<file path="config.mk">
export PLATFORM = sky130hd
export DESIGN_NAME = ghr_ckpt_ctrl
export DESIGN_NICKNAME = d
export VERILOG_FILES = /design/src/rtl/ghr_ckpt_ctrl.sv
export SDC_FILE = /design/constraint.sdc
export NUM_CORES = 1
export LEC_CHECK = 0
export BUFFER_PORTS_ARGS = -buffer_cell sky130_fd_sc_hd__buf_2
export CORE_MARGIN = 2
export CORE_UTILIZATION = 56
export CTS_BUF_LIST = sky130_fd_sc_hd__clkbuf_4 sky130_fd_sc_hd__clkbuf_8
export CTS_CLUSTER_SIZE = 20
export DETAILED_ROUTE_END_ITERATION = 12
export HOLD_SLACK_MARGIN = 0.12
export PLACE_DENSITY = 0.76
export SLEW_MARGIN = 5
export SYNTH_ARGS = -nofsm -noshare
export SYNTH_HDL_FRONTEND = slang
export SYNTH_SLANG_ARGS = --single-unit
</file>
<file path="constraint.sdc">
create_clock -name clk -period 4.6 [get_ports clk]
set_input_delay 0 -clock clk [delete_from_list [all_inputs] [get_ports clk]]
set_output_delay 0 -clock clk [all_outputs]
set_load 0.05 [all_outputs]
</file>
<file path="src/rtl/ghr_ckpt_ctrl.sv">
// Speculative/architectural global-history tracker with per-branch checkpoints; state updates one cycle after request.
// Predictions stall via pred_ready while full or during a recovery; commit and recover always accepted.
module ghr_ckpt_ctrl #(
    parameter int GHR_WIDTH = 5,
    parameter int DEPTH     = 8,
    parameter int TAG_WIDTH = 3
) (
    input  logic                 clk,
    input  logic                 rst,
    input  logic                 pred_valid,
    input  logic                 pred_taken,
    output logic                 pred_ready,
    output logic [TAG_WIDTH-1:0] pred_tag,
    input  logic                 commit_valid,
    input  logic                 recover_valid,
    input  logic [TAG_WIDTH-1:0] recover_tag,
    input  logic                 recover_taken,
    output logic [GHR_WIDTH-1:0] ghr_spec,
    output logic [GHR_WIDTH-1:0] ghr_arch,
    output logic [TAG_WIDTH:0]   count,
    output logic                 full,
    output logic                 empty,
    output logic                 tag_err
);

    localparam logic [TAG_WIDTH:0] FULL_CNT = (TAG_WIDTH+1)'(DEPTH);

    logic [GHR_WIDTH-1:0] ckpt_q [DEPTH];
    logic                 dir_q  [DEPTH];

    logic [TAG_WIDTH-1:0] head_q, head_d;
    logic [TAG_WIDTH-1:0] tail_q, tail_d;
    logic [TAG_WIDTH:0]   count_q, count_d;
    logic [GHR_WIDTH-1:0] ghr_spec_q, ghr_spec_d;
    logic [GHR_WIDTH-1:0] ghr_arch_q, ghr_arch_d;
    logic                 tag_err_q, tag_err_d;

    logic                 alloc;
    logic                 do_commit;
    logic [TAG_WIDTH-1:0] rec_dist;
    logic                 rec_ok;
    logic                 commit_dir;

    assign full       = (count_q == FULL_CNT);
    assign empty      = (count_q == '0);
    assign pred_ready = !full && !recover_valid;
    assign pred_tag   = tail_q;
    assign ghr_spec   = ghr_spec_q;
    assign ghr_arch   = ghr_arch_q;
    assign count      = count_q;
    assign tag_err    = tag_err_q;

    assign alloc     = pred_valid && pred_ready;
    assign do_commit = commit_valid && !empty;

    // Distance from head wraps modulo DEPTH; the tag is live only if it lies inside the occupied window.
    assign rec_dist = recover_tag - head_q;
    assign rec_ok   = recover_valid && ({1'b0, rec_dist} < count_q);

    // A same-cycle recover of the oldest branch corrects the direction being retired.
    assign commit_dir = (rec_ok && (recover_tag == head_q)) ? recover_taken : dir_q[head_q];

    always_comb begin
        head_d     = head_q;
        tail_d     = tail_q;
        count_d    = count_q;
        ghr_spec_d = ghr_spec_q;
        ghr_arch_d = ghr_arch_q;
        tag_err_d  = tag_err_q;

        if (rec_ok) begin
            ghr_spec_d = {ckpt_q[recover_tag][GHR_WIDTH-2:0], recover_taken};
            tail_d     = recover_tag + 1'b1;
            count_d    = {1'b0, rec_dist} + 1'b1;
        end else if (alloc) begin
            ghr_spec_d = {ghr_spec_q[GHR_WIDTH-2:0], pred_taken};
            tail_d     = tail_q + 1'b1;
            count_d    = count_q + 1'b1;
        end

        if (recover_valid && !rec_ok) begin
            tag_err_d = 1'b1;
        end

        if (do_commit) begin
            ghr_arch_d = {ghr_arch_q[GHR_WIDTH-2:0], commit_dir};
            head_d     = head_q + 1'b1;
            count_d    = count_d - 1'b1;
        end
    end

    always_ff @(posedge clk) begin
        if (!rst) begin
            head_q     <= '0;
            tail_q     <= '0;
            count_q    <= '0;
            ghr_spec_q <= '0;
            ghr_arch_q <= '0;
            tag_err_q  <= 1'b0;
        end else begin
            head_q     <= head_d;
            tail_q     <= tail_d;
            count_q    <= count_d;
            ghr_spec_q <= ghr_spec_d;
            ghr_arch_q <= ghr_arch_d;
            tag_err_q  <= tag_err_d;
        end
    end

    // Checkpoint storage carries no reset; entries are only read once allocated.
    always_ff @(posedge clk) begin
        if (rst) begin
            if (alloc) begin
                ckpt_q[tail_q] <= ghr_spec_q;
                dir_q[tail_q]  <= pred_taken;
            end
            if (rec_ok) begin
                dir_q[recover_tag] <= recover_taken;
            end
        end
    end

endmodule
</file>
==> impl_metrics.json, run 1 <==
{
  "wl_per_cell_um": 16.72,
  "drt_iter0_drc": 226,
  "cpMostUsedCell": "ha_1",
  "core_mm2": 0.005205,
  "timing_worst_setup_path_type": "reg2reg",
  "max-slew-margin-rel": 0.4829,
  "num_vias": 2065,
  "path_clk_slew_ps": 70,
  "drt-total-wl_mm": 6.103,
  "crit_family": "adder cells",
  "reg2regPathDepth": 12,
  "dieArea_mm2": 0.006089,
  "rows": 26,
  "cts_buffers": 9,
  "path_cells": "ha_1, inv_1, fa_1, ha_1, a21boi_1, a2bb2oi_2, buf_4, nor2_1, a21o_1, ha_1, nor2_1, o21a_1",
  "ys_seq_area_frac": 0.5446,
  "synth_edf_count": 41,
  "wl_met3_um": 368,
  "drc": 0,
  "cts_tree": "built",
  "crit_path_max_fanout": 20,
  "cpPeakStageDelay_ps": 490,
  "critPathArrivalTime_ps": 3600,
  "crit_slowest_cell": "fa_1",
  "r2r_slack_ps": 1240,
  "worstSetupStartpoint": "head_q[0]",
  "synthCells": 260,
  "n_fill_cell": 403,
  "setup_viol": 0,
  "drv_cap": 0,
  "antenna_found_initial": 0,
  "clockRootBuffer": "clkbuf_8",
  "vdd_ir_drop_max_mv": 0.3734,
  "ys_warn_count": 0,
  "synth_flop_cell": "edfxtp_1",
  "max_freq_mhz": 298.0,
  "rsz0062_at_grt": "false",
  "clockBufferDepth": 2,
  "grt_pass1_vias": 1957,
  "drive_gt1_frac": 0.2169,
  "drt_first_pass_iters": 4,
  "endpoint": "count[1]",
  "tns_ps": 0,
  "layout_commonest_cell": "edfxtp_1",
  "syn_to_final_growth_pct": 14.51,
  "n_antenna_cell": 0,
  "met2WireLength_mm": 2.968,
  "ios": 31,
  "syn_avg_cell_area_um2": 11.80,
  "leakagePower_nw": 1.326,
  "nets": 311,
  "grt-ovfl-total": 0,
  "fin_skew_ps": 6.952,
  "io_buffers": 30,
  "timing.rr.end": "count[1]",
  "power_mw": 2.197,
  "tightest_slew_ps": 774.7,
  "final_cell_mix": "edfxtp_1 (41), nor2_1 (34), buf_2 (30)",
  "r2r_start": "head_q[0]",
  "hp-class": "in2reg",
  "crit_cells": 12,
  "hpwl_mm": 4.060,
  "maxUsedRoutingLayer": "met4",
  "min_from": "pred_valid",
  "hold_depth": 4,
  "endpoint_kind": "flop",
  "met1Wirelength_mm": 2.706,
  "grt_start_max_net_pins": 25,
  "hold_viol": 0,
  "period_needed_ps": 3355,
  "cp-start-kind": "flop",
  "cp.required_ps": 4850,
  "synthesis.area_mm2": 0.003069,
  "ys_types": 50,
  "die_x_um": 78.03,
  "viasPerCell": 5.658,
  "grt_pass1_wl_mm": 10.07,
  "async_flop_share": 0,
  "clk_latency_ps": 350,
  "fin_util": 0.6752,
  "grt.total_usage": 0.2227,
  "ys_seq_elements": 63,
  "critPathBufInv": 2,
  "clock_sinks": 63,
  "htree_levels": 3,
  "drv_slew": 0,
  "dieHeight_um": 78.03,
  "synthesis.nets": 281,
  "post_cts_buffers": 0,
  "gp_congestion": 0.8499,
  "drtAntennaViolNets": 0,
  "period_share": 0.7294,
  "outcome": "finished, final reports clean",
  "start_util": 0.5897,
  "p_per_area_mw_per_mm2": 625.2
}
==> layer usage <==
metal	track usage	vias to the layer above
met2	0.3319	63
met1	0.3071	990
li1	-	1007
met4	0.1158	0
met3	0.05172	5
met5	0	-
==> how the worst min path moves through the flow <==
stage,slack (ps),endpoint
finish,160,pred_tag[0]
global route,220,ghr_spec[4]
CTS,130,pred_tag[0]
detailed placement,220,flop
global placement,220,flop
floorplan,100,flop
==> metrics by stage <==
stage	instances	cell area (µm²)	setup slack, ps	hold WS, ps
3_5_place_dp	345	3244	1234	219.1
4_1_cts	365	3515	1229	127.2
6_report	365	3515	1245	164.3
5_1_grt	365	3515	973.9	220.9
3_3_place_gp	345	3244	1391	219.4
2_1_floorplan	260	3069	1460	98.87
==> synthesized netlist by cell type, types with 2 or more instances <==
cell       n  area share
edfxtp_1  41        0.40
nor2_1    34       0.042
dfxtp_1   22        0.14
nand2_1   22       0.027
inv_1     11       0.013
ha_1      10       0.041
mux2i_1   10       0.033
mux4_2    10       0.073
a21oi_1    9       0.015
clkbuf_1   9       0.011
xnor2_1    7       0.020
a211oi_1   5       0.012
a31oi_1    5       0.010
nand2b_1   5       0.010
nor3_1     5      0.0082
a221oi_1   4       0.011
buf_2      4      0.0065
nand3_1    4      0.0065
mux2_2     3       0.011
o21ai_0    3      0.0049
xor2_1     3      0.0086
a211o_1    2      0.0057
a21o_1     2      0.0049
nor2b_1    2      0.0041
nor4b_1    2      0.0057
or3_1      2      0.0041
==> sequential cells by signal (all words and copies together), names as in the netlist, named ones only <==
name,cells
tag_err,1
ghr_arch,4
head_q,3
dir_q,8
ghr_spec,5
count,4
ckpt_q,32
pred_tag,3
==> cells by family after synthesis <==
logic type | after synthesis | share of synthesized area
AND/OR/NAND/NOR | 85 | 0.1288
AO/OA/AOI/OAI | 39 | 0.08683
flip-flops | 63 | 0.5446
adder cells (fa/ha/maj) | 11 | 0.04729
buffers and inverters | 28 | 0.03954
XOR/XNOR | 11 | 0.03588
multiplexers | 23 | 0.1170
==> power by group <==
| group | total, mW | internal, mW | switching [mW] |
|---|---|---|---|
| logic | 0.850 | 0.297 | 0.553 |
| clock network | 0.546 | 0.322 | 0.224 |
| registers | 0.801 | 0.700 | 0.101 |
| total | 2.20 | 1.32 | 0.878 |
==> what timing repair did <==
| item | 4_1_cts | 5_1_grt |
|---|---|---|
| hold endpoints to repair | 14 | 0 |
| hold buffers | 4 | 0 |
| gates resized for setup | 0 | 0 |
==> worst register-to-register path, stage by stage (launching register included) <==
cell and delay, ps:
dfxtp_1 470, ha_1 200, inv_1 50, fa_1 490
ha_1 300, a21boi_1 230, a2bb2oi_2 440, buf_4 330
nor2_1 90, a21o_1 160, ha_1 270, nor2_1 40
o21a_1 190
==> cell type report <==
cell class                      instances  area [µm²]  share of cell area
Multi-Input combinational cell        169        1282              0.3649
Tap cell                               70       87.58             0.02492
Clock buffer                           10       137.6             0.03916
Clock inverter                          6       92.59             0.02634
Sequential cell                        63        1672              0.4756
Inverter                               12       45.04             0.01282
Timing Repair Buffer                   35       197.7             0.05625
No activity file was read; power rests on OpenSTA's default activity.
==> run 2, diff against run 1 <==
--- a/config.mk
+++ b/config.mk
@@ -7,12 +7,12 @@
 export LEC_CHECK = 0
 export BUFFER_PORTS_ARGS = -buffer_cell sky130_fd_sc_hd__buf_2
 export CORE_MARGIN = 2
-export CORE_UTILIZATION = 56
+export CORE_UTILIZATION = 55
 export CTS_BUF_LIST = sky130_fd_sc_hd__clkbuf_4 sky130_fd_sc_hd__clkbuf_8
 export CTS_CLUSTER_SIZE = 20
 export DETAILED_ROUTE_END_ITERATION = 12
 export HOLD_SLACK_MARGIN = 0.12
-export PLACE_DENSITY = 0.76
+export PLACE_DENSITY = 0.78
 export SLEW_MARGIN = 5
 export SYNTH_ARGS = -nofsm -noshare
 export SYNTH_HDL_FRONTEND = slang
==> constraint.sdc (replaced) <==
create_clock -name clk -period 2.8 [get_ports clk]
set_input_delay 0 -clock clk [delete_from_list [all_inputs] [get_ports clk]]
set_output_delay 0 -clock clk [all_outputs]
set_load 0.05 [all_outputs]
==> impl_metrics.json, run 2 (same netlist as run 1, synthesis figures left out) <==
{
  "outcome": "finished, violations left",
  "violations": "negative setup slack",
  "n_fill_cell": 396,
  "hp-class": "in2reg",
  "cpMostUsedCell": "ha_4",
  "nets": 333,
  "hold_viol": 0,
  "wl_per_cell_um": 16.62,
  "drv_slew": 0,
  "setup_ws_ps": -68.35,
  "switchingPower_mw": 1.582,
  "hold_depth": 4,
  "grt_pass1_vias": 2145,
  "largest-register": "ckpt_q",
  "period_share": 1.024,
  "crit_path_max_fanout": 11,
  "final_cell_mix": "edfxtp_1 (41), nor2_1 (34), buf_2 (30)",
  "r2r_start": "head_q[0]",
  "reg2regPathDepth": 13,
  "drive_gt1_frac": 0.3186,
  "cts_tree": "built",
  "max_freq_mhz": 348.6,
  "seqPwrFrac": 0.328,
  "path_cells": "ha_4, inv_2, fa_2, xnor3_1, ha_2, or3b_4, a2bb2oi_4, buf_12, mux2_4, ha_4, xor2_1, nor2_1, a211oi_1",
  "cp-start-kind": "flop",
  "rsz0062_at_grt": "true",
  "timing_worst_setup_path_type": "reg2reg",
  "grt_start_max_net_pins": 25,
  "holdWs_ps": 177.0,
  "crit_slowest_cell": "or3b_4",
  "n_antenna_cell": 0,
  "clockRootBuffer": "clkbuf_8",
  "placed_area_mm2": 0.003437,
  "hold-path-endpoint": "count[3]",
  "period_needed_ps": 2868,
  "cts_buffers": 9,
  "clock_power_share": 0.226,
  "dieHeight_um": 78.70,
  "rows": 27,
  "dieArea_mm2": 0.006194,
  "final_area_mm2": 0.003817,
  "tightest_slew_ps": 744.8,
  "setup_viol": 4,
  "combinationalPowerShare": 0.446,
  "start_util": 0.5643,
  "swShare": 0.3984,
  "antenna_found_initial": 0,
  "drt-total-wl_mm": 6.465,
  "clock_sinks": 63,
  "grt-ovfl-total": 0,
  "final_cells": 389,
  "drc": 0,
  "path_clk_slew_ps": 80,
  "timing.rr.end": "pred_tag[2]",
  "core_mm2": 0.005439,
  "endpoint_kind": "flop",
  "htree_levels": 3,
  "ios": 31,
  "layout_commonest_cell": "edfxtp_1",
  "gp_congestion": 0.8154,
  "hpwl_mm": 4.406,
  "max-slew-margin-rel": 0.5029,
  "drv_cap": 0,
  "drt_iter0_drc": 117,
  "p_per_area_mw_per_mm2": 1040,
  "tns_ps": -220.8,
  "dp_cells": 365,
  "leakagePower_nw": 1.476,
  "io_buffers": 30,
  "viasPerCell": 5.692,
  "r2r_slack_ps": -70,
  "grt_pass1_wl_mm": 10.31,
  "drtAntennaViolNets": 0,
  "critPathArrivalTime_ps": 3070,
  "clockBufferDepth": 2,
  "p_int_mw": 2.390,
  "clk_latency_ps": 350,
  "cpPeakStageDelay_ps": 400,
  "syn_to_final_growth_pct": 24.38,
  "cp.required_ps": 3000,
  "drt_first_pass_iters": 4,
  "num_vias": 2214,
  "min_from": "recover_valid",
  "fin_skew_ps": 6.202,
  "largest_reg_flops": 32,
  "grt.total_usage": 0.2212,
  "die_x_um": 78.70,
  "vdd_ir_drop_max_mv": 0.5726
}
-- run 2: cell types whose count changed in the layout (fill, tap and decap cells not counted), sizes merged --
cell,change
inv,+2
clkinvlp,-1
dlygate4sd3,+1
buf,+20
-- run 2: layer usage --
metal  global-route usage  wire length (µm)
met5                    0                 0
met4               0.1175               202
met3              0.03864               386
met2               0.3632              3278
met1               0.2815              2598
-- run 2: worst max-delay path: cells and delay by family (launching register included) --
| family | cells | cell delay (ps) |
|---|---|---|
| compound gates | 2 | 210 |
| xor+xnor | 2 | 340 |
| fa+ha+maj | 4 | 790 |
| buf+inv | 2 | 180 |
| flops | 1 | 360 |
| mux | 1 | 310 |
| simple gates | 2 | 520 |
-- run 2: power by group through the flow --
stage / Combinational, mW / Sequential (mW) / Clock [mW]
2_1_floorplan: 1.00 / 1.52 / 0
3_3_place_gp: 1.54 / 1.31 / 0
6_report: 1.77 / 1.30 / 0.897
5_1_grt: 1.92 / 1.33 / 0.945
4_1_cts: 1.60 / 1.30 / 0.904
3_5_place_dp: 1.57 / 1.32 / 0
-- run 2: layout make-up --
type | instances | area (µm²) | share of cell area
timing repair buffer | 57 | 395.4 | 0.1036
clock buffer | 9 | 123.9 | 0.03245
tap | 72 | 90.09 | 0.02360
inverter | 12 | 45.04 | 0.01180
sequential | 63 | 1675 | 0.4389
clock inverter | 7 | 102.6 | 0.02688
multi-input combinational | 169 | 1385 | 0.3628
-- run 2: per-stage QoR --
| step | utilization | worst slack (ps) | power (mW) |
|---|---|---|---|
| after floorplan | - | -35.47 | 2.520 |
| after global placement | 0.6319 | 19.33 | 2.856 |
| after detailed placement | 0.6319 | -95.26 | 2.893 |
| after CTS | 0.6851 | -60.72 | 3.805 |
| after global routing | 0.7019 | -231.9 | 4.196 |
| final | 0.7019 | -68.35 | 3.972 |
-- run 2: how the worst max path moves through the flow --
stage,start,end,slack (ps),depth (start not counted)
detailed placement,head_q[0],pred_tag[2],-100,14
CTS,head_q[0],pred_tag[2],-60,13
floorplan,head_q[0],pred_tag[2],-40,13
finish,head_q[0],pred_tag[2],-70,13
global placement,head_q[0],pred_tag[2],20,14
global route,head_q[0],pred_tag[2],-230,13
-- run 2: repair_timing --
item	CTS	global route
setup endpoints to repair	12	22
hold endpoints to repair	17	0
buffers inserted	1	1
cloned	0	1
hold buffers	5	0
pin swaps	4	1
gates resized for setup	3	9
